[src/rtl/btn_pkg.sv]
// Shared types and width helpers for the push-button debouncer.
package btn_pkg;

  typedef enum logic [1:0] {
    IDLE      = 2'd0,
    ARMING    = 2'd1,
    HELD      = 2'd2,
    RELEASING = 2'd3
  } btn_state_t;

  // Stability counter width; STABLE_TICKS is limited to 15.
  localparam int STAB_W = 4;

  // Bits needed to count 0..max_val, never less than one.
  function automatic int cnt_w(input int max_val);
    if ($clog2(max_val + 1) < 1) return 1;
    return $clog2(max_val + 1);
  endfunction

endpackage

[src/rtl/btn_debounce_if.sv]
// Bundle between the tick source / raw buttons and the debouncer outputs.
interface btn_debounce_if #(
  parameter int NUM_BTN = 4
);
  // db_tick is a one-cycle qualifier with no backpressure: every cycle it is
  // high counts as one sample; outputs are 1-cycle pulses with no ready.
  logic                   db_tick;
  logic [NUM_BTN-1:0]     btn_raw;
  logic [NUM_BTN-1:0]     btn_level;
  logic [NUM_BTN-1:0]     btn_press;
  logic [NUM_BTN-1:0]     btn_release;
  logic [NUM_BTN-1:0]     btn_long;
  logic [NUM_BTN-1:0]     btn_repeat;
  logic [2*NUM_BTN-1:0]   dbg_state;

  modport master (
    output db_tick, btn_raw,
    input  btn_level, btn_press, btn_release, btn_long, btn_repeat, dbg_state
  );

  modport slave (
    input  db_tick, btn_raw,
    output btn_level, btn_press, btn_release, btn_long, btn_repeat, dbg_state
  );
endinterface

[src/rtl/btn_fsm.sv]
// One button: 2-flop synchronizer, tick-driven debounce FSM, hold/repeat counters.
module btn_fsm
  import btn_pkg::*;
#(
  parameter int STABLE_TICKS = 4,
  parameter int LONG_TICKS   = 40,
  parameter int REPEAT_TICKS = 8
) (
  input  logic       clk,
  input  logic       rst_n,
  input  logic       tick_i,
  input  logic       raw_i,
  output logic       level_o,
  output logic       press_o,
  output logic       release_o,
  output logic       long_o,
  output logic       repeat_o,
  output btn_state_t state_o
);

  localparam int HOLD_W = cnt_w(LONG_TICKS);
  localparam int REP_W  = cnt_w(REPEAT_TICKS);
  localparam logic [STAB_W-1:0] STAB_LIM = STAB_W'(STABLE_TICKS);
  localparam logic [HOLD_W-1:0] HOLD_LIM = HOLD_W'(LONG_TICKS);
  localparam logic [REP_W-1:0]  REP_LIM  = REP_W'(REPEAT_TICKS);

  logic              sync1_q, sync_q;
  btn_state_t        state_q, state_d;
  logic [STAB_W-1:0] stab_q, stab_d, stab_inc;
  logic [HOLD_W-1:0] hold_q, hold_d, hold_inc;
  logic [REP_W-1:0]  rep_q, rep_d, rep_inc;
  logic              level_q, level_d;
  logic              press_q, press_d;
  logic              release_q, release_d;
  logic              long_q, long_d;
  logic              repeat_q, repeat_d;

  assign stab_inc = stab_q + STAB_W'(1);
  assign hold_inc = hold_q + HOLD_W'(1);
  assign rep_inc  = rep_q + REP_W'(1);

  always_ff @(posedge clk or negedge rst_n) begin
    if (!rst_n) begin
      sync1_q <= 1'b0;
      sync_q  <= 1'b0;
    end else begin
      sync1_q <= raw_i;
      sync_q  <= sync1_q;
    end
  end

  always_ff @(posedge clk or negedge rst_n) begin
    if (!rst_n) begin
      state_q   <= IDLE;
      stab_q    <= '0;
      hold_q    <= '0;
      rep_q     <= '0;
      level_q   <= 1'b0;
      press_q   <= 1'b0;
      release_q <= 1'b0;
      long_q    <= 1'b0;
      repeat_q  <= 1'b0;
    end else begin
      state_q   <= state_d;
      stab_q    <= stab_d;
      hold_q    <= hold_d;
      rep_q     <= rep_d;
      level_q   <= level_d;
      press_q   <= press_d;
      release_q <= release_d;
      long_q    <= long_d;
      repeat_q  <= repeat_d;
    end
  end

  always_comb begin
    state_d   = state_q;
    stab_d    = stab_q;
    hold_d    = hold_q;
    rep_d     = rep_q;
    press_d   = 1'b0;
    release_d = 1'b0;
    long_d    = 1'b0;
    repeat_d  = 1'b0;
    if (tick_i) begin
      unique case (state_q)
        IDLE: begin
          if (sync_q) begin
            state_d = ARMING;
            stab_d  = STAB_W'(1);
          end
        end
        ARMING: begin
          if (!sync_q) begin
            state_d = IDLE;
            stab_d  = '0;
          end else if (stab_inc == STAB_LIM) begin
            state_d = HELD;
            stab_d  = '0;
            hold_d  = '0;
            rep_d   = '0;
            press_d = 1'b1;
          end else begin
            stab_d = stab_inc;
          end
        end
        HELD: begin
          if (!sync_q) begin
            state_d = RELEASING;
            stab_d  = STAB_W'(1);
          end else if (hold_q != HOLD_LIM) begin
            hold_d = hold_inc;
            if (hold_inc == HOLD_LIM) begin
              long_d = 1'b1;
              rep_d  = '0;
            end
          end else if (REPEAT_TICKS > 0) begin
            // Saturated hold means long has fired; only repeat counting remains.
            if (rep_inc == REP_LIM) begin
              repeat_d = 1'b1;
              rep_d    = '0;
            end else begin
              rep_d = rep_inc;
            end
          end
        end
        RELEASING: begin
          if (sync_q) begin
            state_d = HELD;
            stab_d  = '0;
          end else if (stab_inc == STAB_LIM) begin
            state_d   = IDLE;
            stab_d    = '0;
            release_d = 1'b1;
          end else begin
            stab_d = stab_inc;
          end
        end
        default: state_d = IDLE;
      endcase
    end
    level_d = (state_d == HELD) || (state_d == RELEASING);
  end

  always_comb begin
    level_o   = level_q;
    press_o   = press_q;
    release_o = release_q;
    long_o    = long_q;
    repeat_o  = repeat_q;
    state_o   = state_q;
  end

endmodule

[src/rtl/btn_debounce.sv]
// Debouncer top: one btn_fsm per button, outputs gathered onto the bus.
module btn_debounce
  import btn_pkg::*;
#(
  parameter int NUM_BTN      = 4,
  parameter int STABLE_TICKS = 4,
  parameter int LONG_TICKS   = 40,
  parameter int REPEAT_TICKS = 8
) (
  input  logic           clk,
  input  logic           rst_n,
  btn_debounce_if.slave  bus
);

  logic [NUM_BTN-1:0]   level_v;
  logic [NUM_BTN-1:0]   press_v;
  logic [NUM_BTN-1:0]   release_v;
  logic [NUM_BTN-1:0]   long_v;
  logic [NUM_BTN-1:0]   repeat_v;
  logic [2*NUM_BTN-1:0] state_v;

  for (genvar g = 0; g < NUM_BTN; g++) begin : g_btn
    btn_state_t st;

    btn_fsm #(
      .STABLE_TICKS (STABLE_TICKS),
      .LONG_TICKS   (LONG_TICKS),
      .REPEAT_TICKS (REPEAT_TICKS)
    ) u_fsm (
      .clk       (clk),
      .rst_n     (rst_n),
      .tick_i    (bus.db_tick),
      .raw_i     (bus.btn_raw[g]),
      .level_o   (level_v[g]),
      .press_o   (press_v[g]),
      .release_o (release_v[g]),
      .long_o    (long_v[g]),
      .repeat_o  (repeat_v[g]),
      .state_o   (st)
    );

    assign state_v[2*g +: 2] = st;
  end

  assign bus.btn_level   = level_v;
  assign bus.btn_press   = press_v;
  assign bus.btn_release = release_v;
  assign bus.btn_long    = long_v;
  assign bus.btn_repeat  = repeat_v;
  assign bus.dbg_state   = state_v;

endmodule

[src/flat_wrapper.sv]
// flat-port wrapper written by rule: the top's interface ports become plain ports
module btn_debounce_flat import btn_pkg::*;
#(
  parameter int NUM_BTN      = 4,
  parameter int STABLE_TICKS = 4,
  parameter int LONG_TICKS   = 40,
  parameter int REPEAT_TICKS = 8
)
  (clk, rst_n, bus_db_tick, bus_btn_raw, bus_btn_level, bus_btn_press, bus_btn_release, bus_btn_long, bus_btn_repeat, bus_dbg_state);
  btn_debounce_if #(.NUM_BTN(NUM_BTN)) bus_i ();
  input  logic clk;
  input  logic rst_n;
  input wire logic [$bits(bus_i.db_tick)-1:0] bus_db_tick;
  input wire logic [$bits(bus_i.btn_raw)-1:0] bus_btn_raw;
  output wire logic [$bits(bus_i.btn_level)-1:0] bus_btn_level;
  output wire logic [$bits(bus_i.btn_press)-1:0] bus_btn_press;
  output wire logic [$bits(bus_i.btn_release)-1:0] bus_btn_release;
  output wire logic [$bits(bus_i.btn_long)-1:0] bus_btn_long;
  output wire logic [$bits(bus_i.btn_repeat)-1:0] bus_btn_repeat;
  output wire logic [$bits(bus_i.dbg_state)-1:0] bus_dbg_state;
  assign bus_i.db_tick = bus_db_tick;
  assign bus_i.btn_raw = bus_btn_raw;
  assign bus_btn_level = bus_i.btn_level;
  assign bus_btn_press = bus_i.btn_press;
  assign bus_btn_release = bus_i.btn_release;
  assign bus_btn_long = bus_i.btn_long;
  assign bus_btn_repeat = bus_i.btn_repeat;
  assign bus_dbg_state = bus_i.dbg_state;
  btn_debounce #(.NUM_BTN(NUM_BTN), .STABLE_TICKS(STABLE_TICKS), .LONG_TICKS(LONG_TICKS), .REPEAT_TICKS(REPEAT_TICKS)) u_core (.clk(clk), .rst_n(rst_n), .bus(bus_i));
endmodule
[config.mk]
export PLATFORM = sky130hd
export DESIGN_NAME = btn_debounce_flat
export DESIGN_NICKNAME = d
export VERILOG_FILES = /design/src/rtl/btn_pkg.sv /design/src/rtl/btn_debounce_if.sv /design/src/rtl/btn_fsm.sv /design/src/rtl/btn_debounce.sv /design/src/flat_wrapper.sv
export SDC_FILE = /design/constraint.sdc
export NUM_CORES = 1
export LEC_CHECK = 0
export CELL_PAD_IN_SITES_DETAIL_PLACEMENT = 1
export CELL_PAD_IN_SITES_GLOBAL_PLACEMENT = 1
export CORE_MARGIN = 2
export CORE_UTILIZATION = 46
export CTS_CLUSTER_SIZE = 8
export DETAILED_ROUTE_END_ITERATION = 16
export GPL_TIMING_DRIVEN = 0
export PLACE_DENSITY = 0.77
export SLEW_MARGIN = 25
export SYNTH_ARGS = -nofsm -noshare
export SYNTH_HDL_FRONTEND = slang
export SYNTH_SLANG_ARGS = --single-unit
[constraint.sdc]
create_clock -name clk -period 2.8 [get_ports clk]
set_clock_uncertainty 0.1 [all_clocks]
set_input_delay 0.56 -clock clk [delete_from_list [all_inputs] [get_ports clk]]
set_output_delay 0.56 -clock clk [all_outputs]
set_load 0.03 [all_outputs]
==> run metrics <==
status=finished, violations left; failing checks=hold timing; slowest CP cell=clkdlybuf4s50_1; Fin. Hold Viols=4; FF-to-FF Start=u_core.g_btn[3].u_fsm.hold_q[2]$_DFFE_PN0P_; vias in the first global route=approximately 4,200; Worst setup SP type=input pin; fin crit period=roughly 2.6 ns; class of the worst hold path=in -> async; top cell type by total area after synthesis=dfrtp_1; die width=around 110 um; Inserted Diodes=0; maxcap violations=0; Post-CTS Setup Inserts=0; Crit Path Max Fanout=10; number of fill cells=roughly 1,200; drt drc=0; cell area power density=approximately 640 nW/um^2; routed wire length=about 11 mm; CP required=between 3 and 4 ns; Tcrit/Tclk final=approximately 92%; Site Rows=38; #FFs+latches synth=between 90 and 100; share of cells above drive strength 1=between 10% and 20%; I/O pin total=35; Slew @ Worst Pin=0.709 ns; Most Frequent Cell on Critical Path=nand3_1; leakage power=between 2 and 3 nW; RSZ-0062 raised after global routing=false; total power=3.72 mW; Reg2Reg Depth=5; most common cell in the netlist=dfrtp_1; DR top layer=met4; WP data arrival=approximately 2.8 ns; Worst Setup SP=bus_db_tick; Syn Nets=551; wire length on met2=roughly 5.7 mm; GRT Resource Usage Total=approximately a fifth; largest net degree at the start of global routing=between 40 and 50; CTS Buf Count=9; Main synth FF type=dfrtp_1; 1st-iter DRT viols=152; CP endpoint kind=flip-flop; Synth Instances=about 520; syn avg cell area=around 9.6 um^2; latest clock arrival within the worst-skew pair=~0.37 ns; async set-or-reset flop fraction in the synthesized netlist=100%; critical path depth=6; die area=about 12,000 um^2; CORE AREA=between 10,000 and 15,000 um^2; EDFF count, synth=0; met1 WL=between 5 and 6 mm; DRT Pass-1 Iters=4; Seq/Total Area, Yosys=45.7%; Slew headroom=52.3%; Post-Layout Inst Area=around 5800 um^2; CTS Buffer Depth=2; CP max stage delay=0.54 ns; CP cell instances=clkdlybuf4s50_1 -> clkbuf_1 -> nand3_1 -> a21oi_1 -> or3b_1 -> nand3_1; CTS tree=yes; crit path kind=in -> reg; Placer Congestion=0.818; FF-to-FF End=u_core.g_btn[3].u_fsm.hold_q[5]$_DFFE_PN0P_; Post-synth top cells=dfrtp_1, nand2_1, o21ai_0; Hold Worst Slack=-0.00776 ns; initial core utilization=46.9%; Clock Sinks=92; post_cts resized=0; clock-pin slew of the registers on the worst-case setup and hold paths=~0.090 ns; leading cell types by total area after synthesis=dfrtp_1, ha_1, nand2_1, buf_4, o21ai_0; Die Span Y=109 um; dpl hpwl=approximately 8.2 mm; Nets=just under 600; number of antenna violations at the first check in global routing=0; Worst R2R Setup Slack=approximately 0.38 ns; via count=4,083; routed length per instance=15.9 um; H-tree Lvls=3; Synth top area share=about 46%; Post-Place Cell Area=approximately 5600 um^2; clk root buf=clkbuf_8; Top Family by Delay on Critical Path=buffers and inverters; Synthesis Warnings=0; Syn-to-layout area delta=15.0%; first-pass GRT wire length=slightly below 20 mm; Port Buf Inserts=34; CP bufs+invs=2; met3 routed WL=~310 um; Final ANT Viol Nets=0; Synth cell types=68; VDD IR max=roughly 0.33 mV; Max Slew Vio Count=0; final setup violation count=0; fmax=~390 MHz; crit path to=u_core.g_btn[0].u_fsm.hold_q[4]$_DFFE_PN0P_; cell area after synthesis=5040 um^2; hold_buf cts=0; global route overflow=0; vias per cell=around 5.7
[kinds of logic after synthesis]
family                     after synthesis  synth area share (%)
AOI/OAI and AO/OA                      124                  16.4
buffers and inverters                   54                  5.66
and+or+nand+nor                        204                  21.3
adders and majority gates               20                  4.97
xor gates and xnor gates                12                  2.09
DFF                                     92                  45.7
muxes                                   18                  3.90
[state kept, by name (all words and copies together), names as in the netlist]
| signal | count |
|---|---|
| u_core.g_btn.u_fsm.hold_q | 24 |
| u_core.g_btn.u_fsm.rep_q | 16 |
| u_core.g_btn.u_fsm.stab_q | 16 |
| u_core.g_btn.u_fsm.state_o | 8 |
| u_core.g_btn.u_fsm.level_o | 4 |
| u_core.g_btn.u_fsm.long_o | 4 |
| u_core.g_btn.u_fsm.press_o | 4 |
| u_core.g_btn.u_fsm.release_o | 4 |
| u_core.g_btn.u_fsm.repeat_o | 4 |
| u_core.g_btn.u_fsm.sync1_q | 4 |
| u_core.g_btn.u_fsm.sync_q | 4 |
[placed cells by master (no fill, tap or decap), drive strengths merged, types with 8 or more instances in the layout]
| cell type | Yosys | final |
|---|---|---|
| nand3 | 27 | 27 |
| ha | 20 | 20 |
| dfrtp | 92 | 92 |
| inv | 23 | 23 |
| nand2b | 11 | 11 |
| clkdlybuf4s50 | 0 | 33 |
| buf | 23 | 25 |
| nor3b | 8 | 8 |
| a31oi | 14 | 14 |
| clkbuf | 8 | 21 |
| a21oi | 21 | 21 |
| nand2 | 64 | 64 |
| mux2 | 13 | 13 |
| nor2b | 8 | 8 |
| xor2 | 8 | 8 |
| o21ai | 34 | 34 |
| o31ai | 8 | 8 |
| nor2 | 30 | 30 |
| nor3 | 9 | 9 |
| nand4 | 11 | 11 |
[through the flow]
stage | hold slack (ns) | cells | TNS [ns] | util [%] | setup WS, ns
6_report | -0.00776 | 715 | 0 | 53.9 | 0.211
5_1_grt | 0.0185 | 715 | 0 | 53.9 | 0.00646
4_1_cts | 0.00800 | 715 | 0 | 53.9 | 0.182
3_5_place_dp | 0.236 | 699 | -1.84 | 52.0 | -0.214
3_3_place_gp | 0.233 | 698 | -223.66 | 51.7 | -2.42
2_1_floorplan | 0.164 | 524 | 0 | - | 0.698
[final cells by class]
cell class,instances,area (um^2),area share [%]
timing repair buffer,35,369,6.37
clock inverter,3,43.8,0.756
tap,140,175,3.02
inverter,23,86.3,1.49
sequential,92,2300,39.7
buffer,31,199,3.43
multi-input combinational,378,2450,42.3
clock buffer,13,169,2.91
[how the worst min path moves through the flow]
stage	startpoint	endpoint	slack, ns	depth (start not counted)
after CTS	rst_n	u_core.g_btn[3].u_fsm.hold_q[4]$_DFFE_PN0P_	0.008	1
after floorplan	rst_n	u_core.g_btn[0].u_fsm.hold_q[0]$_DFFE_PN0P_	0.16	0
final	rst_n	u_core.g_btn[3].u_fsm.long_o$_DFF_PN0_	-0.008	1
after detailed placement	u_core.g_btn[2].u_fsm.sync1_q$_DFF_PN0_	u_core.g_btn[2].u_fsm.sync_q$_DFF_PN0_	0.24	0
after global routing	rst_n	u_core.g_btn[3].u_fsm.hold_q[4]$_DFFE_PN0P_	0.02	1
after global placement	u_core.g_btn[1].u_fsm.sync1_q$_DFF_PN0_	u_core.g_btn[1].u_fsm.sync_q$_DFF_PN0_	0.23	0
[routing by layer]
metal  track usage, %  vias up
met4             6.87        0
li1                 -     1972
met1             25.8     2055
met3             3.95       13
met5                0        -
met2             36.4       43
[report_power, final]
part	switching [mW]	leakage, nW	internal (mW)
Sequential	0.268	1.18	1.52
Clock	0.484	0.110	0.487
Combinational	0.541	1.22	0.424
Total	1.29	2.51	2.43
Power figures use the tool's default switching activity.
